--- config.mk ---
export PLATFORM = sky130hd
export DESIGN_NAME = sar_adc_ctrl
export DESIGN_NICKNAME = d
export VERILOG_FILES = /design/src/rtl/sar_adc_ctrl.sv
export SDC_FILE = /design/constraint.sdc
export NUM_CORES = 1
export LEC_CHECK = 0
export BUFFER_PORTS_ARGS = -buffer_cell sky130_fd_sc_hd__buf_2
export CORE_ASPECT_RATIO = 1.1
export CORE_MARGIN = 4
export CORE_UTILIZATION = 43
export DETAILED_ROUTE_END_ITERATION = 8
export GPL_ROUTABILITY_DRIVEN = 0
export PLACE_DENSITY_LB_ADDON = 0.15
export SETUP_SLACK_MARGIN = 0.15
export SYNTH_ARGS = -nofsm -noshare
export SYNTH_HDL_FRONTEND = slang
export SYNTH_SLANG_ARGS = --single-unit
--- constraint.sdc ---
create_clock -name clk_in -period 2.6 [get_ports clk_in]
set_input_delay 0.39 -clock clk_in [delete_from_list [all_inputs] [get_ports clk_in]]
set_output_delay 0.39 -clock clk_in [all_outputs]
set_load 0.05 [all_outputs]
--- src/rtl/sar_adc_ctrl.sv ---
// rtl/sar_adc_ctrl.sv - 5-bit SAR ADC controller: tick divider, sample/hold/trial sequencing, result register.
// Optional CLOCK_TEST_EN macro drives the divided tick clock onto clock_test; otherwise it is tied low.
module sar_adc_ctrl #(
    parameter int CLK_DIV      = 10,
    parameter int SAMPLE_TICKS = 4
) (
    input  logic       clk_in,
    input  logic       rst_in,
    input  logic       analog_cmp_p,
    input  logic       analog_cmp_n,
    output logic [5:0] c,
    output logic       c_gnd,
    output logic       sample_switch,
    output logic [4:0] n,
    output logic       clock_test
);

    localparam int CW = $clog2(CLK_DIV);
    localparam int SW = $clog2(SAMPLE_TICKS + 1);
    localparam logic [CW-1:0] CNT_LAST  = CW'(CLK_DIV - 1);
    localparam logic [CW-1:0] CNT_HALF  = CW'(CLK_DIV / 2);
    localparam logic [SW-1:0] SAMP_LAST = SW'(SAMPLE_TICKS - 1);

    localparam logic [2:0] S_IDLE   = 3'd0;
    localparam logic [2:0] S_SAMPLE = 3'd1;
    localparam logic [2:0] S_HOLD   = 3'd2;
    localparam logic [2:0] S_TRIAL  = 3'd3;
    localparam logic [2:0] S_DONE   = 3'd4;

    logic [CW-1:0] cnt_q, cnt_d;
    logic [2:0]    state_q, state_d;
    logic [SW-1:0] samp_cnt_q, samp_cnt_d;
    logic [2:0]    bit_q, bit_d;
    logic [4:0]    trial_q, trial_d;
    logic [5:0]    c_q, c_d;
    logic          c_gnd_q, c_gnd_d;
    logic          ss_q, ss_d;
    logic [4:0]    n_q, n_d;
    logic          sync1_q, cmp_s_q;
    logic          cmp_raw;
    logic          tick;
    logic [5:0]    trial_mask;
    logic [5:0]    c_kept;

    // An invalid comparator pair (both rails equal) resolves as a reject.
    assign cmp_raw = analog_cmp_p & ~analog_cmp_n;
    assign tick    = (cnt_q == CNT_LAST);

    always_comb begin
        cnt_d      = tick ? '0 : cnt_q + CW'(1);
        state_d    = state_q;
        samp_cnt_d = samp_cnt_q;
        bit_d      = bit_q;
        trial_d    = trial_q;
        c_d        = c_q;
        c_gnd_d    = c_gnd_q;
        ss_d       = ss_q;
        n_d        = n_q;
        trial_mask = 6'b000010 << bit_q;
        c_kept     = c_q;
        if (tick) begin
            case (state_q)
                S_IDLE, S_DONE: begin
                    state_d    = S_SAMPLE;
                    samp_cnt_d = '0;
                    ss_d       = 1'b1;
                    c_gnd_d    = 1'b1;
                    c_d        = '0;
                end
                S_SAMPLE: begin
                    if (samp_cnt_q == SAMP_LAST) begin
                        state_d = S_HOLD;
                        ss_d    = 1'b0;
                        c_gnd_d = 1'b0;
                    end else begin
                        samp_cnt_d = samp_cnt_q + SW'(1);
                    end
                end
                S_HOLD: begin
                    state_d = S_TRIAL;
                    bit_d   = 3'd4;
                    trial_d = '0;
                    c_d     = 6'b100000;
                end
                S_TRIAL: begin
                    // Resolve the current bit, then raise the next lower trial bit on the same edge.
                    trial_d = trial_q | (5'(cmp_s_q) << bit_q);
                    c_kept  = cmp_s_q ? c_q : (c_q & ~trial_mask);
                    if (bit_q == 3'd0) begin
                        state_d = S_DONE;
                        n_d     = trial_d;
                        c_d     = '0;
                        c_gnd_d = 1'b1;
                    end else begin
                        bit_d = bit_q - 3'd1;
                        c_d   = c_kept | (trial_mask >> 1);
                    end
                end
                default: begin
                    state_d = S_IDLE;
                    c_d     = '0;
                    c_gnd_d = 1'b1;
                    ss_d    = 1'b0;
                end
            endcase
        end
    end

    always_ff @(posedge clk_in) begin
        if (rst_in) begin
            cnt_q      <= '0;
            state_q    <= S_IDLE;
            samp_cnt_q <= '0;
            bit_q      <= '0;
            trial_q    <= '0;
            c_q        <= '0;
            c_gnd_q    <= 1'b1;
            ss_q       <= 1'b0;
            n_q        <= '0;
            sync1_q    <= 1'b0;
            cmp_s_q    <= 1'b0;
        end else begin
            cnt_q      <= cnt_d;
            state_q    <= state_d;
            samp_cnt_q <= samp_cnt_d;
            bit_q      <= bit_d;
            trial_q    <= trial_d;
            c_q        <= c_d;
            c_gnd_q    <= c_gnd_d;
            ss_q       <= ss_d;
            n_q        <= n_d;
            sync1_q    <= cmp_raw;
            cmp_s_q    <= sync1_q;
        end
    end

`ifdef CLOCK_TEST_EN
    logic clk_test_q;

    always_ff @(posedge clk_in) begin
        if (rst_in) begin
            clk_test_q <= 1'b0;
        end else begin
            clk_test_q <= (cnt_d < CNT_HALF);
        end
    end

    assign clock_test = clk_test_q;
`else
    assign clock_test = 1'b0;
`endif

    assign c             = c_q;
    assign c_gnd         = c_gnd_q;
    assign sample_switch = ss_q;
    assign n             = n_q;

endmodule

Yosys cells after proc, flatten, opt, wreduce, memory -nomap -nowiden
Index checks and enable logic that the tools add are counted.
{"block": "op_classes", "eq_ne": 10, "bitwise": 9, "mux": 15, "shifts": 2, "n_reduce_logical": 15, "add_sub_neg": 3}
{"op": "case mux 6 bit (3 select lines)", "count": 1}
{"op": "AND reduction 3 bit", "count": 5}
{"op": "2-to-1 mux 3 bit", "count": 4}
{"op": "2-to-1 mux 6 bit", "count": 2}
{"op": "case mux 3 bit (2 select lines)", "count": 2}
{"op": "case mux 3 bit (4 select lines)", "count": 1}
{"op": "case mux 5 bit (2 select lines)", "count": 1}
{"op": "== test 3 x 2 -> 1 bit (second input constant)", "count": 3}
{"op": "!= test 2 bit (second input constant)", "count": 4}
{"op": "bitwise AND 6 bit", "count": 1}
{"op": "zero test 3 bit", "count": 2}
{"op": "inverter 6 bit", "count": 1}
{"op": "bitwise OR 6 x 5 -> 6 bit", "count": 1}
{"op": "case mux 1 bit (3 select lines)", "count": 2}
{"op": "OR reduction 2 bit", "count": 3}
{"op": "left shift 2 x 3 -> 6 bit (first input constant)", "count": 1}
{"op": "bitwise OR 5 bit", "count": 1}
{"op": "left shift 1 x 3 -> 5 bit", "count": 1}
{"op": "adder 4 x 1 -> 4 bit (second input constant)", "count": 1}
{"op": "== test 4 bit (second input constant)", "count": 1}
{"op": "inverter 1 bit", "count": 4}
{"op": "AND reduction 2 bit", "count": 2}
{"op": "AND reduction 4 bit", "count": 1}
{"op": "nonzero test 2 bit", "count": 2}
{"op": "other kinds (6)", "count": 7}
{"block": "totals", "elab_cells": 65, "in_bits": 4, "output_inout_bits": 14, "regBits": 33}

Depth between registers and ports, before layout
Gate-level depths: netlist of the first run.
{"block": "depth", "depth_word": 7, "ltp_mapped": 7, "depth_no_buf": 6}

Worst setup path before layout of the first run
No wires, ideal clock.
{"block": "synth_timing", "kind": "flip-flop to flip-flop", "start": "register bit_q[0]", "end": "register n_q[1] (netlist: n[1])", "path_stages_with_launch": 7, "period_less_slack_ps": 1586, "required_ps": 2514, "setup_ps": 86, "n_path_buf": 0, "slack_ps": 1014, "arrival_time_ps": 1501, "path_cell_list": "dfxtp_1 inv_1 ha_1 nand3b_1 nor3_4 nor2_1 a211oi_1"}
{"block": "synth_between", "elab_chain_len": 2, "word_cells_on_any_way": 4, "cone_classes": "shift (1); bitwise (1); reduce/logical (2)"}
{"element": "start, declared", "line_no": "33", "text": "logic [2:0] bit_q, bit_d;"}
{"element": "start signal, assigned", "line_no": "126", "text": "bit_q <= bit_d;"}
{"element": "zero test 3 bit or left shift 1 x 3 -> 5 bit (tied branches)", "line_no": "89, 87"}
{"element": "AND reduction 3 bit (no source line) or bitwise OR 5 bit (tied branches)"}
{"element": "end signal, assigned", "line_no": "131", "text": "n_q <= n_d;"}
{"element": "end, declared", "line_no": "38", "text": "logic [4:0] n_q, n_d;"}
Parallel ways exist; a longest one is shown, timed or not.
A chain may end at the register's enable or synchronous reset.

Worst setup path in the final report of the first run
Same ends and word-level chain as after synthesis.

==> results of run 1 <==
[routing by layer]
layer | vias up | track usage [%] | share of wire [%] | routed length [um]
li1 | 660 | - | - | -
met1 | 590 | 18.0 | 47 | 1470
met2 | 17 | 23.7 | 47 | 1470
met3 | 7 | 4.86 | 3.9 | 122
met4 | 0 | 6.91 | 1.8 | 57
met5 | - | 0 | 0 | 0
[flip-flops by register name (all words and copies together) (netlist names)]
signal         flops
bit_q              3
c                  6
c_gnd              1
cmp_s_q            1
cnt_q              4
n                  5
samp_cnt_q         3
sample_switch      1
state_q            3
sync1_q            1
trial_q            5
[critical path, delay by kind of cell, from the launching register on]
| family | cells | cell delay (ps) |
|---|---|---|
| compound gates | 1 | 220 |
| fa+ha+maj | 1 | 290 |
| buf+inv | 1 | 150 |
| flops | 1 | 390 |
| simple gates | 3 | 760 |
[worst paths after layout]
check / from / slack (ps) / end
worst max-delay path: bit_q[0]$_SDFFE_PP0P_ / 700 / n[1]$_SDFFE_PP0P_
worst max register to register: bit_q[0]$_SDFFE_PP0P_ / 700 / n[1]$_SDFFE_PP0P_
worst min-delay path: analog_cmp_n / 210 / sync1_q$_SDFF_PP0_
worst min register to register: c[0]$_SDFFE_PP0P_ / 440 / c[0]$_SDFFE_PP0P_
[through the flow]
stage	area, um2	setup WS, ps
2_1_floorplan	1580	1010
3_5_place_dp	1660	695
4_1_cts	1720	655
3_3_place_gp	1660	833
6_report	1720	702
5_1_grt	1720	480
[cell type report]
type / instances / area (um2)
Fill cell: 341 / 1720
Multi-Input combinational cell: 122 / 823
Sequential cell: 33 / 661
Timing Repair Buffer: 16 / 80.1
Tap cell: 48 / 60.1
Clock buffer: 7 / 55.1
Inverter: 10 / 37.5
[layout by cell type, fill, tap and decap left out, types with 2 or more instances in the layout]
cell,n
o32ai_1,3
nand2_1,13
a22oi_1,2
a31oi_1,5
and3b_1,2
nor3_1,5
o41ai_1,2
buf_2,16
nand3b_1,6
a32oi_1,2
a21oi_1,5
nand3_1,6
nor2b_1,4
o31ai_1,3
nor2_1,16
ha_1,9
inv_1,10
a211oi_1,14
clkbuf_4,5
o21ai_0,3
nand2b_1,4
dfxtp_1,33
[power groups by stage]
stage	Combinational [mW]	Sequential (mW)	Clock (mW)
floorplan	0.0558	0.531	0
global placement	0.0564	0.538	0
detailed placement	0.0576	0.539	0
CTS	0.0578	0.527	0.305
global route	0.0653	0.530	0.320
finish	0.0574	0.528	0.292
[cell families after synthesis]
| group | count (synthesis) |
|---|---|
| AOI/OAI and AO/OA | 46 |
| xor gates and xnor gates | 1 |
| adders and majority gates | 9 |
| buffers and inverters | 20 |
| DFF | 33 |
| muxes | 1 |
| other | 1 |
| and+or+nand+nor | 64 |
==> qor.yml, run 1 <==
run_status:
  outcome: "finished, final reports clean"
sta:
  max_freq_mhz: 527
  maxSlewViolCount: 0
  rsz0062_at_grt: "no"
  final_hold_viol_count: 0
  tightest_slew_ps: 652
  finalSetupTns_ps: 0
  max-slew-margin-rel_pct: 56.5
  holdWs_ps: 207
  min_period_ps: 1900
  skew_ps: 3.05
  setup_viol: 0
  layout_worst_path_cycle_share_pct: 73.0
routing:
  drtAntennaViolNets: 0
  wire_per_inst_um: 13.2
  drc: 0
  drt_pass1_iterations: 4
  wl_mm: 3.11
  vias: 1274
  viasPerCell: 5.40
  drtIter0Drc: 35
pwr:
  leakage_nw: 0.629
  power_switching_mw: 0.214
  power.density_nw_per_um2: 511
  p_sw_share_pct: 24.4
  p_int_mw: 0.664
  combPwrFrac_pct: 6.5
  peakVddDrop_uv: 258
  power_frac_clock_pct: 33.3
  pwr-share-seq_pct: 60.1
  p_total_mw: 0.877
yosys:
  synth.yosys.seq_area_share_pct: 41.8
  syn_area_um2: 1580
  synthAdderAreaFrac_pct: 7.13
  syn_nets: 188
  synthMuxAreaShare_pct: 0.633
  synth_ff_type: "dfxtp_1"
  synth_edf_count: 0
  synth_cells: 175
  yosys.area_share.simple_pct: 22.2
  synthArstFlopShare_pct: 0
  synth_warnings: 0
  synth_top_family_by_area: "simple AND/OR/NAND/NOR gates"
  synth_top_cell_by_area: "dfxtp_1"
  synth.top_cell.area_share_pct: 41.8
  synth_seq_cells: 33
  yosys-top-cells-count: "33 x dfxtp_1, 16 x nor2_1, 14 x a211oi_1, 13 x nand2_1, 10 x inv_1"
  post_synth.cell_area_avg_um2: 9.03
  yosysMostFrequentCell: "dfxtp_1"
  synthTopCellsByArea: "dfxtp_1 42%, ha_1 7.1%, a211oi_1 6.7%"
  synth_xor_area_share_pct: 0.554
  synth_compound_area_share_pct: 21.3
  synth_cell_types: 43
die:
  start_util_pct: 45.9
  dieArea_um2: 4710
  fp.coreArea_um2: 3440
  io_pins: 18
  die_h_um: 71.6
  die_x_um: 65.8
  std_cell_rows: 22
global_routing:
  grt_pass1_vias: 1233
  antenna_found_initial: 0
  grt_max_degree: 39
  overflow: 0
  grt_usage_pct: 14.9
  grt_pass1_wl_mm: 5.50
min_path:
  min_path_type: "input pin to register"
  holdPathStages: 2
setup_path:
  crit_required_ps: 2850
  r2r_cells: 6
  critPathKind: "register to register"
  crit_slowest_cell: "nor3_4"
  crit_chain: "inv_1, ha_1, nand3b_1, nor3_4, nor2_1, a211oi_1"
  cp-start-kind: "register"
  critPathArrivalTime_ps: 2150
  crit_path_max_incr_delay_ps: 430
  cp_max_fo: 10
  cp-end-kind: "register"
clock_tree:
  cts_hold_buf: 0
  clkLatencyLatePin_ps: 330
  cts_tree: "built"
  cts_resized: 0
  cts_sinks: 33
  htree_num_levels: 2
  postCtsSetupBuffers: 0
  cts_inserted_buffers: 5
  clk_pin_slew_worst_paths_ps: 100
  clockRootBuffer: "clkbuf_4"
  clk_path_buf_depth: 2
placed_design:
  io_buffers: 16
  place_inst: 229
  dp_hpwl_mm: 2.20
run:
  maxCapViolations: 0
cells_and_area:
  layoutNonFillerInstCount: 236
  insertedDiodeCount: 0
  drive_above_1_share_pct: 14.9
  synthToLayoutAreaGrowth_pct: 8.63
  postLayoutCoreUtil_pct: 49.9
  final_nets: 201
Note: power is estimated with default switching activity, not from simulation.
==> inputs of run 2 (changes only) <==
--- a/config.mk
+++ b/config.mk
@@ -5,6 +5,7 @@
 export SDC_FILE = /design/constraint.sdc
 export NUM_CORES = 1
 export LEC_CHECK = 0
+export ABC_AREA = 1
 export BUFFER_PORTS_ARGS = -buffer_cell sky130_fd_sc_hd__buf_2
 export CORE_ASPECT_RATIO = 1.1
 export CORE_MARGIN = 4
==> constraint.sdc (replaced) <==
create_clock -name clk_in -period 1.9 [get_ports clk_in]
set_input_delay 0.285 -clock clk_in [delete_from_list [all_inputs] [get_ports clk_in]]
set_output_delay 0.285 -clock clk_in [all_outputs]
set_load 0.05 [all_outputs]
==> run 2 against run 1 <==
- final area is 11% higher
- sequential power is 34% higher
- global-route usage is 0.35 points lower
- combinational power is 30% lower
- routed wire length is 1.4% lower
- non-clock buffer count is 2 higher
- critical path depth is 2 higher
- fmax is 22% higher
- synthesized cell count is 26% higher
- total power is 60% higher
- sequential share of layout area is 3.9 points lower
- die area is 4.7% higher
==> qor.yml, run 2 <==
sta:
  maxSlewViolCount: 0
  rsz0062_at_grt: "no"
  setup_viol: 0
  holdWs_ps: 141
  skew_ps: 3.84
  max_freq_mhz: 643
  finalSetupTns_ps: 0
  layout_worst_path_cycle_share_pct: 81.8
  worst_slack_ps: 346
  final_hold_viol_count: 0
  min_period_ps: 1550
die:
  dieArea_um2: 4930
  die_x_um: 67.3
  fp.coreArea_um2: 3680
  start_util_pct: 45.2
  std_cell_rows: 23
  die_h_um: 73.2
  io_pins: 18
routing:
  wl_mm: 3.07
  vias: 1359
  drc: 0
  drt_pass1_iterations: 4
  viasPerCell: 4.65
  drtIter0Drc: 55
  wire_per_inst_um: 10.5
  drtAntennaViolNets: 0
yosys:
  post_synth.cell_area_avg_um2: 7.53
  synth_cell_types: 28
  synth_ff_type: "dfxtp_1"
  yosys-top-cells-count: "45 x nand2_1, 37 x nor2_1, 33 x dfxtp_1, 20 x inv_1, 13 x nand3_1"
  synth_cells: 221
  synth_top_cell_by_area: "dfxtp_1"
  syn_nets: 234
  synth_warnings: 0
  synthTopCellsByArea: "dfxtp_1 40%, nand2_1 10%, nor2_1 8.3%"
  synth_seq_cells: 33
  synth_edf_count: 0
  syn_area_um2: 1660
  synth.yosys.seq_area_share_pct: 39.7
  synth.top_cell.area_share_pct: 39.7
  yosysMostFrequentCell: "nand2_1"
  synthArstFlopShare_pct: 0
clock_tree:
  cts_tree: "built"
  cts_sinks: 33
  postCtsSetupBuffers: 0
  clkLatencyLatePin_ps: 290
  cts_hold_buf: 0
  htree_num_levels: 2
  clk_pin_slew_worst_paths_ps: 70
  clk_path_buf_depth: 2
  cts_resized: 0
  cts_inserted_buffers: 5
  clockRootBuffer: "clkbuf_8"
min_path:
  min_from: "analog_cmp_n"
  holdPathStages: 2
  min_to: "sync1_q$_SDFF_PP0_"
  min_path_type: "input pin to register"
global_routing:
  antenna_found_initial: 0
  grt_usage_pct: 14.5
  grt_max_degree: 16
  overflow: 0
  grt_pass1_wl_mm: 5.30
  grt_pass1_vias: 1223
cells_and_area:
  insertedDiodeCount: 0
  final_nets: 254
  final_common_cell: "nand2_1"
  postLayoutCoreUtil_pct: 51.8
  synthToLayoutAreaGrowth_pct: 14.7
  drive_above_1_share_pct: 20.7
  fin_area_um2: 1910
  mostFrequentLayoutCells: "45 x nand2_1, 37 x nor2_1, 33 x dfxtp_1"
  layoutNonFillerInstCount: 292
  largest_register_ffs: 6
pwr:
  p_total_mw: 1.41
  peakVddDrop_uv: 445
  leakage_nw: 0.832
  power.density_nw_per_um2: 737
setup_path:
  critPathBufInv: 2
  crit_path_max_incr_delay_ps: 410
  cp_max_fo: 6
  critPathKind: "register to register"
  crit_slowest_cell: "dfxtp_1"
  critPathArrivalTime_ps: 1720
  r2r_cells: 8
  cp_top_family: "simple AND/OR/NAND/NOR gates"
  cp-start-kind: "register"
  crit_required_ps: 2060
  crit-reg2reg-launch: "bit_q[0]$_SDFFE_PP0P_"
  reg2reg_to: "c_gnd$_SDFFE_PP1P_"
  cp-end-kind: "register"
  crit_chain: "inv_1, ha_1, nand2_1, inv_1, nand2_2, nand3_2, nand3_1, nand3_1"
  ff2ff_setup_slack_ps: 350
run:
  maxCapViolations: 0
placed_design:
  io_buffers: 16
  dp_hpwl_mm: 2.33
  place_ws_ps: 358
  place_inst: 284
  place_area_um2: 1790
run_status:
  outcome: "finished, final reports clean"
[run 2: cell families after synthesis]
group / count (synthesis) / synth area share [%]
AOI/OAI and AO/OA: 33 / 11.7
xor gates and xnor gates: 1 / 0.526
adders and majority gates: 9 / 6.77
buffers and inverters: 27 / 6.99
DFF: 33 / 39.7
other: 1 / 0.225
and+or+nand+nor: 117 / 34.1
[run 2: how the worst max path moves through the flow]
| stage | from | endpoint | slack, ps | cells after the start |
|---|---|---|---|---|
| after detailed placement | bit_q[0]$_SDFFE_PP0P_ | c_gnd$_SDFFE_PP1P_ | 360 | 8 |
| after global routing | bit_q[0]$_SDFFE_PP0P_ | state_q[1]$_SDFFE_PP0P_ | 180 | 9 |
| final | bit_q[0]$_SDFFE_PP0P_ | c_gnd$_SDFFE_PP1P_ | 350 | 8 |
| after floorplan | bit_q[0]$_SDFFE_PP0P_ | n[0]$_SDFFE_PP0P_ | 500 | 8 |
| after global placement | bit_q[0]$_SDFFE_PP0P_ | c_gnd$_SDFFE_PP1P_ | 390 | 8 |
| after CTS | bit_q[0]$_SDFFE_PP0P_ | c_gnd$_SDFFE_PP1P_ | 340 | 8 |
[run 2: cell type report]
type | count | area, um2
Sequential cell | 33 | 661
Fill cell | 381 | 1780
Tap cell | 50 | 62.6
Multi-Input combinational cell | 161 | 887
Inverter | 22 | 87.6
Timing Repair Buffer | 18 | 95.1
Clock buffer | 5 | 68.8
Clock inverter | 3 | 46.3
[run 2: per-layer routing]
metal	vias up	track usage, %	wire [um]
met2	25	22.1	1300
met3	6	5.39	172
li1	742	-	-
met1	586	18.1	1530
met4	0	6.76	66
met5	-	0	0
[run 2: power by group]
part / switching (mW) / internal [mW]
registers: 0.00689 / 0.699
clock network: 0.269 / 0.392
logic: 0.0270 / 0.0132
==> inputs of run 3 (changes only) <==
==> constraint.sdc (replaced) <==
create_clock -name clk_in -period 1.5 [get_ports clk_in]
set_input_delay 0.225 -clock clk_in [delete_from_list [all_inputs] [get_ports clk_in]]
set_output_delay 0.225 -clock clk_in [all_outputs]
set_load 0.05 [all_outputs]
==> run 3 against run 2 <==
- combinational power rose by 63%
- final area rose by 10%
- core utilization rose by 5.2 points
- critical path depth rose by 1
- global-route usage rose by 1.5 points
- sequential power rose by 27%
- via count rose by 6.5%
- clock power fell by 2%
- hold slack got worse by 60 ps
- die area did not move
- non-clock buffer count rose by 12
- largest cell class unchanged
==> qor.yml, run 3 (synthesis results as in run 2) <==
run_status:
  outcome: "finished, final reports clean"
setup_path:
  critPathBufInv: 1
  crit_chain: "ha_4, ha_4, inv_2, nand4_1, nand2_2, nand2_2, nand2_1, nand2_1, nor2_1"
  crit_path_max_incr_delay_ps: 340
  cp_max_fo: 4
  critPathArrivalTime_ps: 1530
  path_depth: 9
  ff2ff_setup_slack_ps: 200
  r2r_cells: 9
  cp_top_family: "simple AND/OR/NAND/NOR gates"
  crit-reg2reg-launch: "samp_cnt_q[0]$_SDFFE_PP0P_"
  cp-startpoint: "samp_cnt_q[0]$_SDFFE_PP0P_"
  reg2reg_to: "samp_cnt_q[0]$_SDFFE_PP0P_"
  crit_slowest_cell: "dfxtp_2"
  critPathKind: "register to register"
  critPathCapture: "samp_cnt_q[0]$_SDFFE_PP0P_"
  cp-end-kind: "register"
  cp-start-kind: "register"
  crit_required_ps: 1730
pwr:
  leakage_nw: 0.913
  combPwrFrac_pct: 4.1
  power_frac_clock_pct: 40.1
  peakVddDrop_uv: 479
  p_int_mw: 1.23
  pwr-share-seq_pct: 55.8
  p_sw_share_pct: 23.3
  power.density_nw_per_um2: 765
  power_switching_mw: 0.374
die:
  io_pins: 18
  fp.coreArea_um2: 3680
  std_cell_rows: 23
  die_x_um: 67.3
  die_h_um: 73.2
  dieArea_um2: 4930
  start_util_pct: 45.2
global_routing:
  grt_pass1_vias: 1379
  grt_pass1_wl_mm: 6.00
  overflow: 0
  grt_usage_pct: 16.0
  grt_max_degree: 16
  antenna_found_initial: 0
min_path:
  min_from: "analog_cmp_n"
  min_path_type: "input pin to register"
routing:
  drc: 0
  wire_per_inst_um: 11.3
  vias: 1447
  drt_pass1_iterations: 4
  drtIter0Drc: 62
  viasPerCell: 4.74
  drtAntennaViolNets: 0
  wl_mm: 3.45
cells_and_area:
  mostFrequentLayoutCells: "40 x nand2_1, 35 x nor2_1, 24 x dfxtp_1"
  layoutNonFillerInstCount: 305
  synthToLayoutAreaGrowth_pct: 26.1
  final_nets: 267
  drive_above_1_share_pct: 34.9
  insertedDiodeCount: 0
  final_common_cell: "nand2_1"
  largest_register_ffs: 6
placed_design:
  place_inst: 289
  dp_hpwl_mm: 2.40
  io_buffers: 16
sta:
  min_period_ps: 1300
  finalSetupTns_ps: 0
  maxSlewViolCount: 0
  skew_ps: 8.00
  final_hold_viol_count: 0
  rsz0062_at_grt: "yes"
  setup_viol: 0
  max_freq_mhz: 771
  layout_worst_path_cycle_share_pct: 86.4
clock_tree:
  clockRootBuffer: "clkbuf_8"
  cts_sinks: 33
  clk_pin_slew_worst_paths_ps: 70
  cts_tree: "built"
  clk_path_buf_depth: 2
  clkLatencyLatePin_ps: 290
  cts_hold_buf: 0
  htree_num_levels: 2
  cts_inserted_buffers: 5
run:
  maxCapViolations: 0
## run 3: cell count changes in the layout (fill, tap and decap cells not counted), sizes merged
cell / before / now
buf: 18 / 30
clkbuf: 5 / 6
clkinv: 2 / 3
bufinv: 1 / 0
clkinvlp: 1 / 0
nor2: 43 / 44
## run 3: how the worst min path moves through the flow
stage	to	slack [ps]	depth (start not counted)
CTS	sync1_q$_SDFF_PP0_	70	2
global route	sync1_q$_SDFF_PP0_	80	2
floorplan	sample_switch$_SDFFE_PP0P_	290	1
finish	sync1_q$_SDFF_PP0_	80	2
detailed placement	sync1_q$_SDFF_PP0_	380	2
global placement	sync1_q$_SDFF_PP0_	380	2
## run 3: layout make-up
type	count	area (um2)
clock buffer	6	72.6
fill	387	1590
tap	50	62.6
sequential	33	674
multi-input combinational	162	990
clock inverter	2	10.0
timing repair buffer	30	201
inverter	22	87.6
## run 3: stage by stage
stage	hold slack, ps	power [mW]	instance area, um2	setup WS, ps	util [%]
finish	81.6	1.61	2100	204	57.0
global route	79.2	1.69	2100	77.0	57.0
CTS	72.4	1.62	1950	150	53.0
detailed placement	384	0.965	1850	91.6	50.1
global placement	382	0.965	1850	110	50.1
floorplan	294	0.952	1670	167	-
## run 3: routing by layer
layer	routed length (um)	track usage [%]	vias to the layer above
met5	0	0	-
met1	1610	19.8	644
met2	1670	25.4	24
met4	48	6.76	0
met3	128	5.24	5
li1	-	-	774
## run 3: timing repair
action                                  in CTS  in global routing
resized for setup                            7                 28
buffers inserted                             0                  7
pin swaps                                    1                 10
endpoints found under the setup margin      16                 26
cloned                                       0                  1
## run 3: power by group through the flow
stage	Sequential [mW]	Combinational, mW	Clock (mW)
global placement	0.914	0.0514	0
finish	0.896	0.0656	0.645
CTS	0.894	0.0520	0.675
floorplan	0.912	0.0396	0
global route	0.897	0.0743	0.718
detailed placement	0.914	0.0519	0
